File: src/rtl/wb_arb_defs.sv
// Shared Wishbone arbiter definitions: FSM encodings, bus widths and the per-master request payload.
package wb_arb_defs;

   localparam int unsigned WB_AW = 32;
   localparam int unsigned WB_DW = 32;
   localparam int unsigned WB_SW = 4;

   typedef enum logic [1:0] {
      IDLE  = 2'd0,
      OWN   = 2'd1,
      ABORT = 2'd2
   } arb_state_e;

   typedef struct packed {
      logic [WB_AW-1:0] adr;
      logic [WB_DW-1:0] dat;
      logic [WB_SW-1:0] sel;
      logic             we;
   } wb_req_t;

   // Index of the set bit in a one-hot vector of up to eight masters.
   function automatic logic [2:0] oh_to_idx(input logic [7:0] oh);
      logic [2:0] idx;
      idx = '0;
      for (int unsigned i = 0; i < 8; i++) begin
         if (oh[i]) idx = idx | 3'(i);
      end
      return idx;
   endfunction

endpackage

File: src/rtl/rr_pick.sv
// Combinational round-robin picker: one-hot grant to the first requester at or after ptr.
module rr_pick #(
   parameter int unsigned NM = 3
) (
   input  logic [NM-1:0]         req,
   input  logic [$clog2(NM)-1:0] ptr,
   output logic [NM-1:0]         gnt,
   output logic                  any
);

   localparam int unsigned PW = $clog2(NM);

   logic          found;
   logic [PW-1:0] idx;

   always_comb begin
      gnt   = '0;
      found = 1'b0;
      idx   = '0;
      for (int unsigned i = 0; i < NM; i++) begin
         idx = PW'((32'(ptr) + i) % NM);
         if (!found && req[idx]) begin
            gnt[idx] = 1'b1;
            found    = 1'b1;
         end
      end
   end

   assign any = |req;

endmodule

File: src/rtl/wb_rr_arbiter.sv
// Round-robin Wishbone arbiter: NM masters share one slave port, ownership held for the
// whole cyc, with a watchdog that aborts unacknowledged cycles with an err to the owner.
module wb_rr_arbiter
   import wb_arb_defs::*;
#(
   parameter int unsigned NM      = 3,
   parameter int unsigned TIMEOUT = 255,
   parameter int unsigned CW      = 16
) (
   input  logic                  clk,
   input  logic                  rst,
   input  logic [NM*WB_AW-1:0]   m_adr_i,
   input  logic [NM*WB_DW-1:0]   m_dat_i,
   input  logic [NM*WB_SW-1:0]   m_sel_i,
   input  logic [NM-1:0]         m_we_i,
   input  logic [NM-1:0]         m_cyc_i,
   input  logic [NM-1:0]         m_stb_i,
   output logic [WB_DW-1:0]      m_dat_o,
   output logic [NM-1:0]         m_ack_o,
   output logic [NM-1:0]         m_err_o,
   output logic [WB_AW-1:0]      s_adr_o,
   output logic [WB_DW-1:0]      s_dat_o,
   output logic [WB_SW-1:0]      s_sel_o,
   output logic                  s_we_o,
   output logic                  s_cyc_o,
   output logic                  s_stb_o,
   input  logic                  s_ack_i,
   input  logic [WB_DW-1:0]      s_dat_i,
   output logic [NM-1:0]         grant_o,
   output logic                  timeout_o
);

   localparam int unsigned PW = $clog2(NM);

   arb_state_e    state_q, state_d;
   logic [NM-1:0] grant_q, grant_d;
   logic [PW-1:0] gidx_q, gidx_d;
   logic [PW-1:0] ptr_q, ptr_d;
   logic [CW-1:0] wd_q, wd_d;

   logic [NM-1:0] pick_gnt;
   logic          pick_any;
   logic          own_cyc;
   logic          own_stb;
   logic [PW-1:0] nxt_ptr;
   wb_req_t       m_req [NM];
   wb_req_t       own_req;

   rr_pick #(.NM(NM)) u_pick (
      .req (m_cyc_i),
      .ptr (ptr_q),
      .gnt (pick_gnt),
      .any (pick_any)
   );

   for (genvar k = 0; k < NM; k++) begin : g_req
      assign m_req[k] = {m_adr_i[k*WB_AW +: WB_AW], m_dat_i[k*WB_DW +: WB_DW],
                         m_sel_i[k*WB_SW +: WB_SW], m_we_i[k]};
   end

   assign own_cyc = |(m_cyc_i & grant_q);
   assign own_stb = |(m_stb_i & grant_q);
   assign nxt_ptr = (gidx_q == PW'(NM - 1)) ? '0 : gidx_q + PW'(1);

   always_ff @(posedge clk or negedge rst) begin
      if (!rst) begin
         state_q <= IDLE;
         grant_q <= '0;
         gidx_q  <= '0;
         ptr_q   <= '0;
         wd_q    <= '0;
      end else begin
         state_q <= state_d;
         grant_q <= grant_d;
         gidx_q  <= gidx_d;
         ptr_q   <= ptr_d;
         wd_q    <= wd_d;
      end
   end

   // Release on cyc drop wins over a watchdog expiry in the same cycle.
   always_comb begin
      state_d = state_q;
      grant_d = grant_q;
      gidx_d  = gidx_q;
      ptr_d   = ptr_q;
      wd_d    = wd_q;
      unique case (state_q)
         IDLE: begin
            wd_d = '0;
            if (pick_any) begin
               state_d = OWN;
               grant_d = pick_gnt;
               gidx_d  = PW'(oh_to_idx(8'(pick_gnt)));
            end
         end
         OWN: begin
            if (!own_cyc) begin
               state_d = IDLE;
               grant_d = '0;
               ptr_d   = nxt_ptr;
               wd_d    = '0;
            end else if (own_stb && !s_ack_i) begin
               if (wd_q == CW'(TIMEOUT - 1)) begin
                  state_d = ABORT;
                  wd_d    = '0;
               end else begin
                  wd_d = wd_q + CW'(1);
               end
            end else begin
               wd_d = '0;
            end
         end
         ABORT: begin
            state_d = IDLE;
            grant_d = '0;
            ptr_d   = nxt_ptr;
            wd_d    = '0;
         end
         default: begin
            state_d = IDLE;
            grant_d = '0;
            wd_d    = '0;
         end
      endcase
   end

   // AND-OR select of the owner's request; zero whenever no grant is held.
   always_comb begin
      own_req = '0;
      for (int unsigned k = 0; k < NM; k++) begin
         own_req = own_req | (m_req[k] & {$bits(wb_req_t){grant_q[k]}});
      end
   end

   assign s_adr_o   = own_req.adr;
   assign s_dat_o   = own_req.dat;
   assign s_sel_o   = own_req.sel;
   assign s_we_o    = own_req.we & (state_q == OWN);
   assign s_cyc_o   = own_cyc & (state_q == OWN);
   assign s_stb_o   = own_stb & (state_q == OWN);
   assign m_dat_o   = s_dat_i;
   assign m_ack_o   = (state_q == OWN) ? (grant_q & {NM{s_ack_i}}) : '0;
   assign m_err_o   = (state_q == ABORT) ? grant_q : '0;
   assign timeout_o = (state_q == ABORT);
   assign grant_o   = grant_q;

endmodule

File: config.mk
export PLATFORM = sky130hd
export DESIGN_NAME = wb_rr_arbiter
export DESIGN_NICKNAME = d
export VERILOG_FILES = /design/src/rtl/wb_arb_defs.sv /design/src/rtl/rr_pick.sv /design/src/rtl/wb_rr_arbiter.sv
export SDC_FILE = /design/constraint.sdc
export NUM_CORES = 1
export LEC_CHECK = 0
export CORE_AREA = 2 2 141 143
export CTS_CLUSTER_SIZE = 40
export DETAILED_ROUTE_END_ITERATION = 16
export DIE_AREA = 0 0 143 145
export PLACE_DENSITY_LB_ADDON = 0.1
export SLEW_MARGIN = 25
export SYNTH_ARGS = -nofsm -noshare
export SYNTH_HDL_FRONTEND = slang
export SYNTH_SLANG_ARGS = --single-unit
File: constraint.sdc
create_clock -name clk -period 4.63 [get_ports clk]
set_clock_uncertainty 0.1 [all_clocks]
set_input_delay 0.926 -clock clk [delete_from_list [all_inputs] [get_ports clk]]
set_output_delay 0.926 -clock clk [all_outputs]
set_load 0.02 [all_outputs]
# [Word-level counts from Yosys, hierarchy flattened]
# Index checks and enable logic that the tools add are counted.
[totals] register_bits=25 in_bits=248 out_inout_bits=113 elab_cells=93
[op_classes] n_addsub=4 n_div=3 n_lt_le_gt_ge=6 eq_ne=8 muxes=36 n_bitwise=13 reduce_logical=18
[op_table] cell="69-bit AND" count=3
[op_table] cell="69-bit bitwise OR" count=2
[op_table] cell="32-bit by 2-bit modulo with 32-bit output, second input constant" count=2
[op_table] cell="16-bit two-way mux" count=4
[op_table] cell="2-bit by 2-bit modulo with 32-bit output, second input constant" count=1
[op_table] cell="3-bit two-way mux" count=7
[op_table] cell="16-bit by 1-bit adder with 16-bit output, second input constant" count=1
[op_table] cell="16-bit by 8-bit == test with 1-bit output, second input constant" count=1
[op_table] cell="2-bit two-way mux" count=7
[op_table] cell="3-bit AND" count=3
[op_table] cell="2-bit by 3-bit less-than comparator with 1-bit output, second input constant" count=3
[op_table] cell="1-bit two-way mux" count=9
[op_table] cell="3-bit OR reduction" count=3
[op_table] cell="2-bit case mux with 2 select lines" count=2
[op_table] cell="1-bit binary-select mux with 2-bit select" count=3
[op_table] cell="1-bit demux with 2-bit select" count=3
[op_table] cell="2-bit by 1-bit greater-or-equal comparator with 1-bit output, second input constant" count=3
[op_table] cell="1-bit logical AND" count=6
[op_table] cell="3-bit != test, second input constant" count=2
[op_table] cell="3-bit bitwise OR" count=2
[op_table] cell="3-bit case mux with 2 select lines" count=1
[op_table] cell="2-bit AND reduction" count=3
[op_table] cell="2-bit == test, second input constant" count=2
[op_table] cell="2-bit != test, second input constant" count=2
[op_table] cell="other kinds (9)" count=13

# [Longest topological paths before layout]
# Gate-level depths: netlist (run 1).
[depth] depth_word=12 ltp_mapped=9 ltp_nobuf=7

# [Modules after synthesis]
# From an unflattened synthesis (run 1), not the netlist that was laid out.
[hier_totals] hier_cells=355 hier_area_um2=2824.0
[by_module_without_submodules] mod="wb_rr_arbiter" n_inst=1 cells_per_inst=318 area_per_inst_um2=2544.9 seq_area_each_um2=625.6
[by_module_without_submodules] mod="rr_pick" n_inst=1 cells_per_inst=37 area_per_inst_um2=279.0 seq_area_each_um2=0.0

# [Worst setup path after synthesis (run 1)]
# No wires, ideal clock.
[synth_path] path_type="input-to-output" start="input port m_cyc_i[0]" end="output port s_cyc_o" arrival_ps=1512 t_required_ps=3604 path_slack_ps=2092 path_stages=3 n_path_buf=0 cell_sequence="a222oi_1 -> nand2b_1 -> inv_2"
[synth_between] elab_chain_len=3
[synth_lines] item="start: declaration" line="wb_rr_arbiter.sv:16" rtl="input logic [NM-1:0] m_cyc_i,"
[synth_lines] item="3-bit AND" line="wb_rr_arbiter.sv:61" rtl="assign own_cyc = |(m_cyc_i & grant_q);"
[synth_lines] item="3-bit OR reduction" line="wb_rr_arbiter.sv:61"
[synth_lines] item="1-bit AND" line="wb_rr_arbiter.sv:140" rtl="assign s_cyc_o = own_cyc & (state_q == OWN);"
[synth_lines] item="end: declaration" line="wb_rr_arbiter.sv:25" rtl="output logic s_cyc_o,"
# No other way between the ends.

# [Worst setup path in the final report (run 1)]
# Same ends and word-level chain as after synthesis.

==> metrics.md, run 1 <==
| Metric | Value |
|---|---|
| Status | finished, final reports clean |
| Cell row count | 51 |
| Vias in the first global route | between 3k and 4k |
| Clk Latency, worst-skew pair | 0.26 ns |
| CP endpoint | s_cyc_o |
| Total Routing Usage GR | 0.1590 |
| Crit-path cells | clkdlybuf4s50_1, a222oi_1, nand2b_1, inv_2, clkdlybuf4s50_1 |
| Initial Util | 0.1437 |
| HPWL Detailed | 14,500 um |
| I/O Pins | 361 |
| Routability congestion estimate | ~0.86 |
| Leak | between 2 and 3 nW |
| Post-synthesis compound-gate area fraction | 0.3119 |
| Max clock buf depth | 2 |
| Hold_ws | a little under 0.4 ns |
| Initial DRC count | slightly below 400 |
| Synth Area in XOR/XNOR | 0.04125 |
| Post-synth ARST share | 1.000 |
| Tightest Pin Transition | between 0.7 and 0.8 ns |
| Worst endpoint required time | roughly 3.6 ns |
| Clk root buf | clkbuf_16 |
| Pins Over Slew Limit | 0 |
| Period minus WS final | roughly 3.7 ns |
| Share of post-route cells with drive strength above 1 | 0.03156 |
| R2R depth | 4 |
| Clock tree sinks | 25 |
| Pwr dens | 507.7 nW/um^2 |
| Post-synth cell types | 40 |
| Setup violations, final | 0 |
| Synth area leaders | a222oi_1 26%, dfrtp_1 23%, inv_1 9.9% |
| Synth cell count leaders | 73 x inv_1, 71 x a222oi_1, 34 x buf_4 |
| Initial antenna violation count | 4 |
| Slew margin rel. | 0.4826 |
| Post-layout net count | about 860 |
| Syn Std Cell Area | approximately 2800 sq um |
| Place WS | 0.8828 ns |
| Post-CTS Setup Bufs | 0 |
| Yosys warning count | 0 |
| Post-synthesis adder-cell area fraction | 0.02720 |
| Maximum clock frequency | 0.2676 GHz |
| Worst setup margin | between 0.8 and 0.9 ns |
| Post-synthesis simple-gate area fraction | 0.1537 |
| Sequential area share after synthesis | 0.2267 |
| Reg2reg end | wd_q[7] |
| Vias per cell | between 4 and 5 |
| Slowest stage delay, CP | ~0.54 ns |
| Die X | around 140 um |
| CTS Hold Bufs | 0 |
| Antenna Nets Post-Route | 0 |
| Area Overhead vs Synth | 111.3% |
| Hold Crit Class | reg -> reg |
| Maxcap violations | 0 |
| Launch point of the worst path | m_cyc_i[0] |
| Post-synth EDFFs | 0 |
| First-pass GRT wire length | between 20,000 and 30,000 um |
| Endpoint type of the worst setup path | output port |
| Fin. Hold Viols | 0 |
| Drt first pass iters | 8 |
| Largest net degree at the start of global routing | 41 |
| Synthesized area per cell | around 7.8 sq um |
| Clock transition at path regs | approximately 0.06 ns |
| RSZ-0062 raised after global routing | false |
| Core Region | 19,210 sq um |
| # resized after CTS | 0 |
| TritonCTS Buffers | 3 |
| WS Path Type | in -> out |
| Die ar. | 20,740 sq um |
| Vias | between 3k and 4k |
| Port bufs | ~300 |
| Post-synth top area share | 0.2575 |
| DR WL/cell | a little over 20 um |
| Area leader, netlist | a222oi_1 |
| Gr ovfl total | 0 |
| Die height | 145 um |
| RR Startpoint | grant_o[0] |
| Startpoint type of the worst setup path | primary input |
| Post-synth top flop | dfrtp_1 |
| CP Max Fanout | 7 |
| Most frequent CP cell | clkdlybuf4s50_1 |
| H-tree Lvls | 1 |
| DRT Wirelength | around 18,000 um |
| Mux cell area share after synthesis | 0.01088 |
| DRC Markers | 0 |
| Most common cell in the netlist | inv_1 |
| Slowest CP cell | clkdlybuf4s50_1 |
| Flop2flop setup slack | approximately 2 ns |
| CTS tree | yes |
| Period utilization | 0.8073 |
| VDD IR max | roughly 0.24 mV |
| Seq cells post-synth | 25 |
| Largest family of logic cells by synthesized area | compound AO/OA/AOI/OAI gates |
| Setup_tns | 0 ns |
| Synthesized net count | between 600 and 700 |
| Cells after Synth | approximately 360 |
| Critical Path AT | approximately 2.7 ns |
| Util after Layout | 0.3036 |
[state kept, by name (all words and copies together) (netlist names)]
name,count
state_q,2
grant_o,3
wd_q,16
ptr_q,2
gidx_q,2
[per-stage QoR]
step / power, W / cell area [sq um] / instances
final: 0.002961 / 5832 / 870
after global routing: 0.003141 / 5824 / 867
after CTS: 0.003001 / 5824 / 867
after detailed placement: 0.002792 / 5746 / 863
after global placement: 0.002775 / 5751 / 863
after floorplan: 0.001597 / 2760 / 356
[logic make-up after synthesis]
logic type,Yosys count
compound gates,94
xor+xnor,13
fa+ha+maj,6
buf+inv,134
flops,25
mux,3
simple gates,81
[per-layer routing]
layer,vias to the layer above,track usage,part of all wire
met2,185,0.2742,0.48
met4,2,0.009406,0.0032
met1,1795,0.1967,0.41
met3,6,0.05908,0.11
met5,-,0,0.00056
li1,1792,-,-
[report_power, final]
part | switching [W] | total [W] | internal, W
Combinational | 0.00123 | 0.00236 | 0.00113
Sequential | 0.000151 | 0.000401 | 0.000250
Clock | 0.0000783 | 0.000196 | 0.000118
[cell usage in the layout (no fill, tap or decap), types with 4 or more instances in the layout]
cell type,count
a21oi_1,5
a222oi_1,71
and3_1,6
buf_4,6
clkdlybuf4s50_1,295
dfrtp_1,22
ha_1,6
inv_1,73
nand2_1,16
nand2b_1,7
nor2_1,26
o21ai_0,5
o31ai_1,4
xnor2_1,4
xor2_1,9
[worst max-delay path, delay by kind of cell]
| family | cells | cell delay [ns] |
|---|---|---|
| buffers and inverters | 3 | 1.13 |
| AO/OA/AOI/OAI | 1 | 0.43 |
| AND/OR/NAND/NOR | 1 | 0.22 |
[layout make-up]
cell class              count  area (sq um)
fillers                  2044         13380
inverters                  74         277.8
clock buffers               4         78.83
well taps                 265         331.6
repair buffers            302          3003
multi-input cells         197          1504
flip-flops and latches     25         629.4
diodes                      3         7.507
[how the worst min path moves through the flow]
stage	to	start	cells past startpoint
after floorplan	ptr_q[0]	gidx_q[1]	1
after global placement	ptr_q[0]	gidx_q[1]	1
after detailed placement	ptr_q[0]	gidx_q[1]	1
after CTS	ptr_q[0]	gidx_q[1]	1
after global routing	ptr_q[0]	gidx_q[1]	1
final	ptr_q[0]	gidx_q[1]	1
No activity file was read; power rests on OpenSTA's default activity.
==> run 2, diff against run 1 <==
CORE_AREA = 2 2 142 144   (was 2 2 141 143)
DIE_AREA = 0 0 144 146   (was 0 0 143 145)
clock period = 3.5 ns   (was 4.63 ns; I/O delays follow)
==> run 2 against run 1 <==
Combinational power grew 42%. Final cell count grew 0.46%. Global-route usage shrank 0.32 points. Critical path depth shrank 1. Clock power grew 32%. Register-to-register slack lost 0.94 ns. Largest cell class unchanged. Highest routed layer is now met4. Sequential power grew 2%. Die area grew 1.4%. Non-clock buffer count grew 7. Sequential cell count is the same. Via count grew 2.4%. Power grew 35%.
==> metrics.md, run 2 (synthesized netlist as in run 1, its figures left out) <==
| Metric | Value |
|---|---|
| Status | finished, final reports clean |
| Period minus WS final | 3.433 ns |
| Reg2reg end | wd_q[13] |
| Flop2flop setup slack | 1.08 ns (-0.94 ns) |
| Maximum clock frequency | 0.2913 GHz |
| Slowest stage delay, CP | 0.75 ns (+0.21 ns) |
| Startpoint type of the worst setup path | primary input |
| Max reg flops | 16 (unchanged) |
| CTS Hold Bufs | 0 (unchanged) |
| Port bufs | 296 (unchanged) |
| N_diodes | 0 (-3) |
| CTS tree | yes |
| Gr ovfl total | 0 (unchanged) |
| Util after Layout | 0.3051 (+0.001426) |
| Clk Latency, worst-skew pair | 0.26 ns (about the same) |
| Slew margin rel. | 0.4508 (-0.03180) |
| Pwr dens | 679.2 nW/um^2 (+34%) |
| CP Depth | 4 (-1) |
| Hold Crit Class | reg -> reg |
| Routed length on met1 | 7273 um (-1.0%) |
| Setup_tns | 0 ns (unchanged) |
| Die X | 144 um (+0.70%) |
| Fin. Hold Viols | 0 (unchanged) |
| Routed wl met2 | 8758 um (+2.5%) |
| Fillcell total | 2,074 (+1.5%) |
| CP Max Fanout | 1 (-6) |
| Post-route cell area | 5898 sq um (+1.1%) |
| First-pass GRT wire length | 24,850 um (-1.1%) |
| Period utilization | 0.9807 |
| Max clock buf depth | 2 (unchanged) |
| Tightest Pin Transition | 0.8239 ns (+0.04770 ns) |
| HPWL Detailed | 14,910 um (+2.9%) |
| Share of post-route cells with drive strength above 1 | 0.04269 (+0.01113) |
| DRT Wirelength | 18,150 um (+1.7%) |
| Routability congestion estimate | 0.8717 (+1.6%) |
| I/O Pins | 361 (unchanged) |
| TritonCTS Buffers | 3 (unchanged) |
| Endpoint type of the worst setup path | output port |
| Die ar. | 21,020 sq um (+1.4%) |
| Core Region | 19,330 sq um (+0.66%) |
| Setup violations, final | 0 (unchanged) |
| Slowest CP cell | a222oi_1 |
| Most frequent CP cell | clkdlybuf4s50_1 |
| Drt first pass iters | 7 (-1) |
| Initial Util | 0.1428 (-0.0009485) |
| Crit-path cells | clkdlybuf4s50_1, a222oi_1, inv_1, clkdlybuf4s50_1 |
| Post-layout net count | 864 (+0.82%) |
| Hold_ws | 0.3789 ns (-0.01097 ns) |
| Antenna Nets Post-Route | 0 (unchanged) |
| R2R depth | 6 (+2) |
| Die height | 146 um (+0.69%) |
| Initial antenna violation count | 0 (-4) |
| Hold path cells | 1 (unchanged) |
| Total Routing Usage GR | 0.1557 (-0.003235) |
| Pins Over Slew Limit | 0 (unchanged) |
| Worst endpoint required time | 2.70 ns (-0.90 ns) |
| Clock tree sinks | 25 (unchanged) |
| Leak | 2.571 nW (+1.6%) |
| Area post-placement | 5816 sq um (+1.2%) |
| Part of the power in the clock network | 0.065 (about the same) |
| Post-CTS Setup Bufs | 0 (unchanged) |
| Largest Register | wd_q |
| H-tree Lvls | 1 (unchanged) |
| Vias per cell | 4.430 (+2.0%) |
| CP endpoint | s_adr_o[29] |
| Vias | 3,872 (+2.4%) |
| Crit path buf inv count | 3 (unchanged) |
| Met3 WL post-DR | 1980 um (+4.9%) |
| DR WL/cell | 20.76 um (+1.2%) |
| WS Path Type | in -> out |
| Top sig layer | met4 |
| # resized after CTS | 0 (unchanged) |
| Seq pwr share | 0.102 (-0.033) |
| Most frequent cells in the layout | 296 x clkdlybuf4s50_1, 73 x inv_1, 71 x a222oi_1 |
| Clk root buf | clkbuf_16 |
| Area Overhead vs Synth | 113.7% |
| Combinational share of power | 0.833 (+0.035) |
| Critical Path AT | 2.63 ns (-0.08 ns) |
| Delay-heaviest family, CP | buffers and inverters |
| Vias in the first global route | 3,867 (+0.026%) |
| Largest net degree at the start of global routing | 43 (+4.9%) |
| Switching share of total power | 0.4913 (-0.003014) |
| Switch Pwr | 0.001968 W (+34%) |
| Maxcap violations | 0 (unchanged) |
| DRC Markers | 0 (unchanged) |
| Initial DRC count | 380 (-4.0%) |
| Internal power | 0.002038 W (+36%) |
| Commonest non-fill, non-tap cell in the layout | clkdlybuf4s50_1 |
| Launch point of the worst path | m_adr_i[29] |
| Cell row count | 51 (unchanged) |
| RR Startpoint | grant_o[0] |
| Clock transition at path regs | 0.07 ns (about the same) |
| VDD IR max | 0.2512 mV (+6.6%) |
| RSZ-0062 raised after global routing | false |
run 2: per-stage QoR:
stage	setup slack [ns]	instances	total power, W
2_1_floorplan	1.377	356	0.002113
3_3_place_gp	0.1170	870	0.003778
3_5_place_dp	0.09638	870	0.003794
4_1_cts	0.07609	874	0.004069
5_1_grt	0.003086	874	0.004259
6_report	0.06738	874	0.004006
run 2: layer usage:
metal | vias to the layer above | track usage
met5 | - | 0
met1 | 1862 | 0.1921
li1 | 1796 | -
met4 | 0 | 0.01814
met2 | 204 | 0.2690
met3 | 10 | 0.05298
run 2: cell type report:
class                           instances  area (sq um)  area share
Timing Repair Buffer                  309          3073      0.5210
Multi-Input combinational cell        197          1504      0.2550
Sequential cell                        25         631.9      0.1071
Tap cell                              265         331.6     0.05622
Inverter                               74         277.8     0.04709
Clock buffer                            3         75.07     0.01273
Clock inverter                          1         5.005   0.0008485
run 2: worst min path at each step:
stage / startpoint / endpoint
floorplan: rst / gidx_q[0]
global placement: gidx_q[1] / ptr_q[0]
detailed placement: gidx_q[1] / ptr_q[0]
CTS: gidx_q[1] / ptr_q[0]
global route: gidx_q[1] / ptr_q[0]
finish: gidx_q[1] / ptr_q[0]
run 2: power groups by stage:
stage	sequential (W)	combinational, W	clock, W
final	0.000409	0.00334	0.000259
after detailed placement	0.000416	0.00338	0
after global placement	0.000415	0.00336	0
after global routing	0.000420	0.00356	0.000278
after floorplan	0.000384	0.00173	0
after CTS	0.000410	0.00340	0.000263
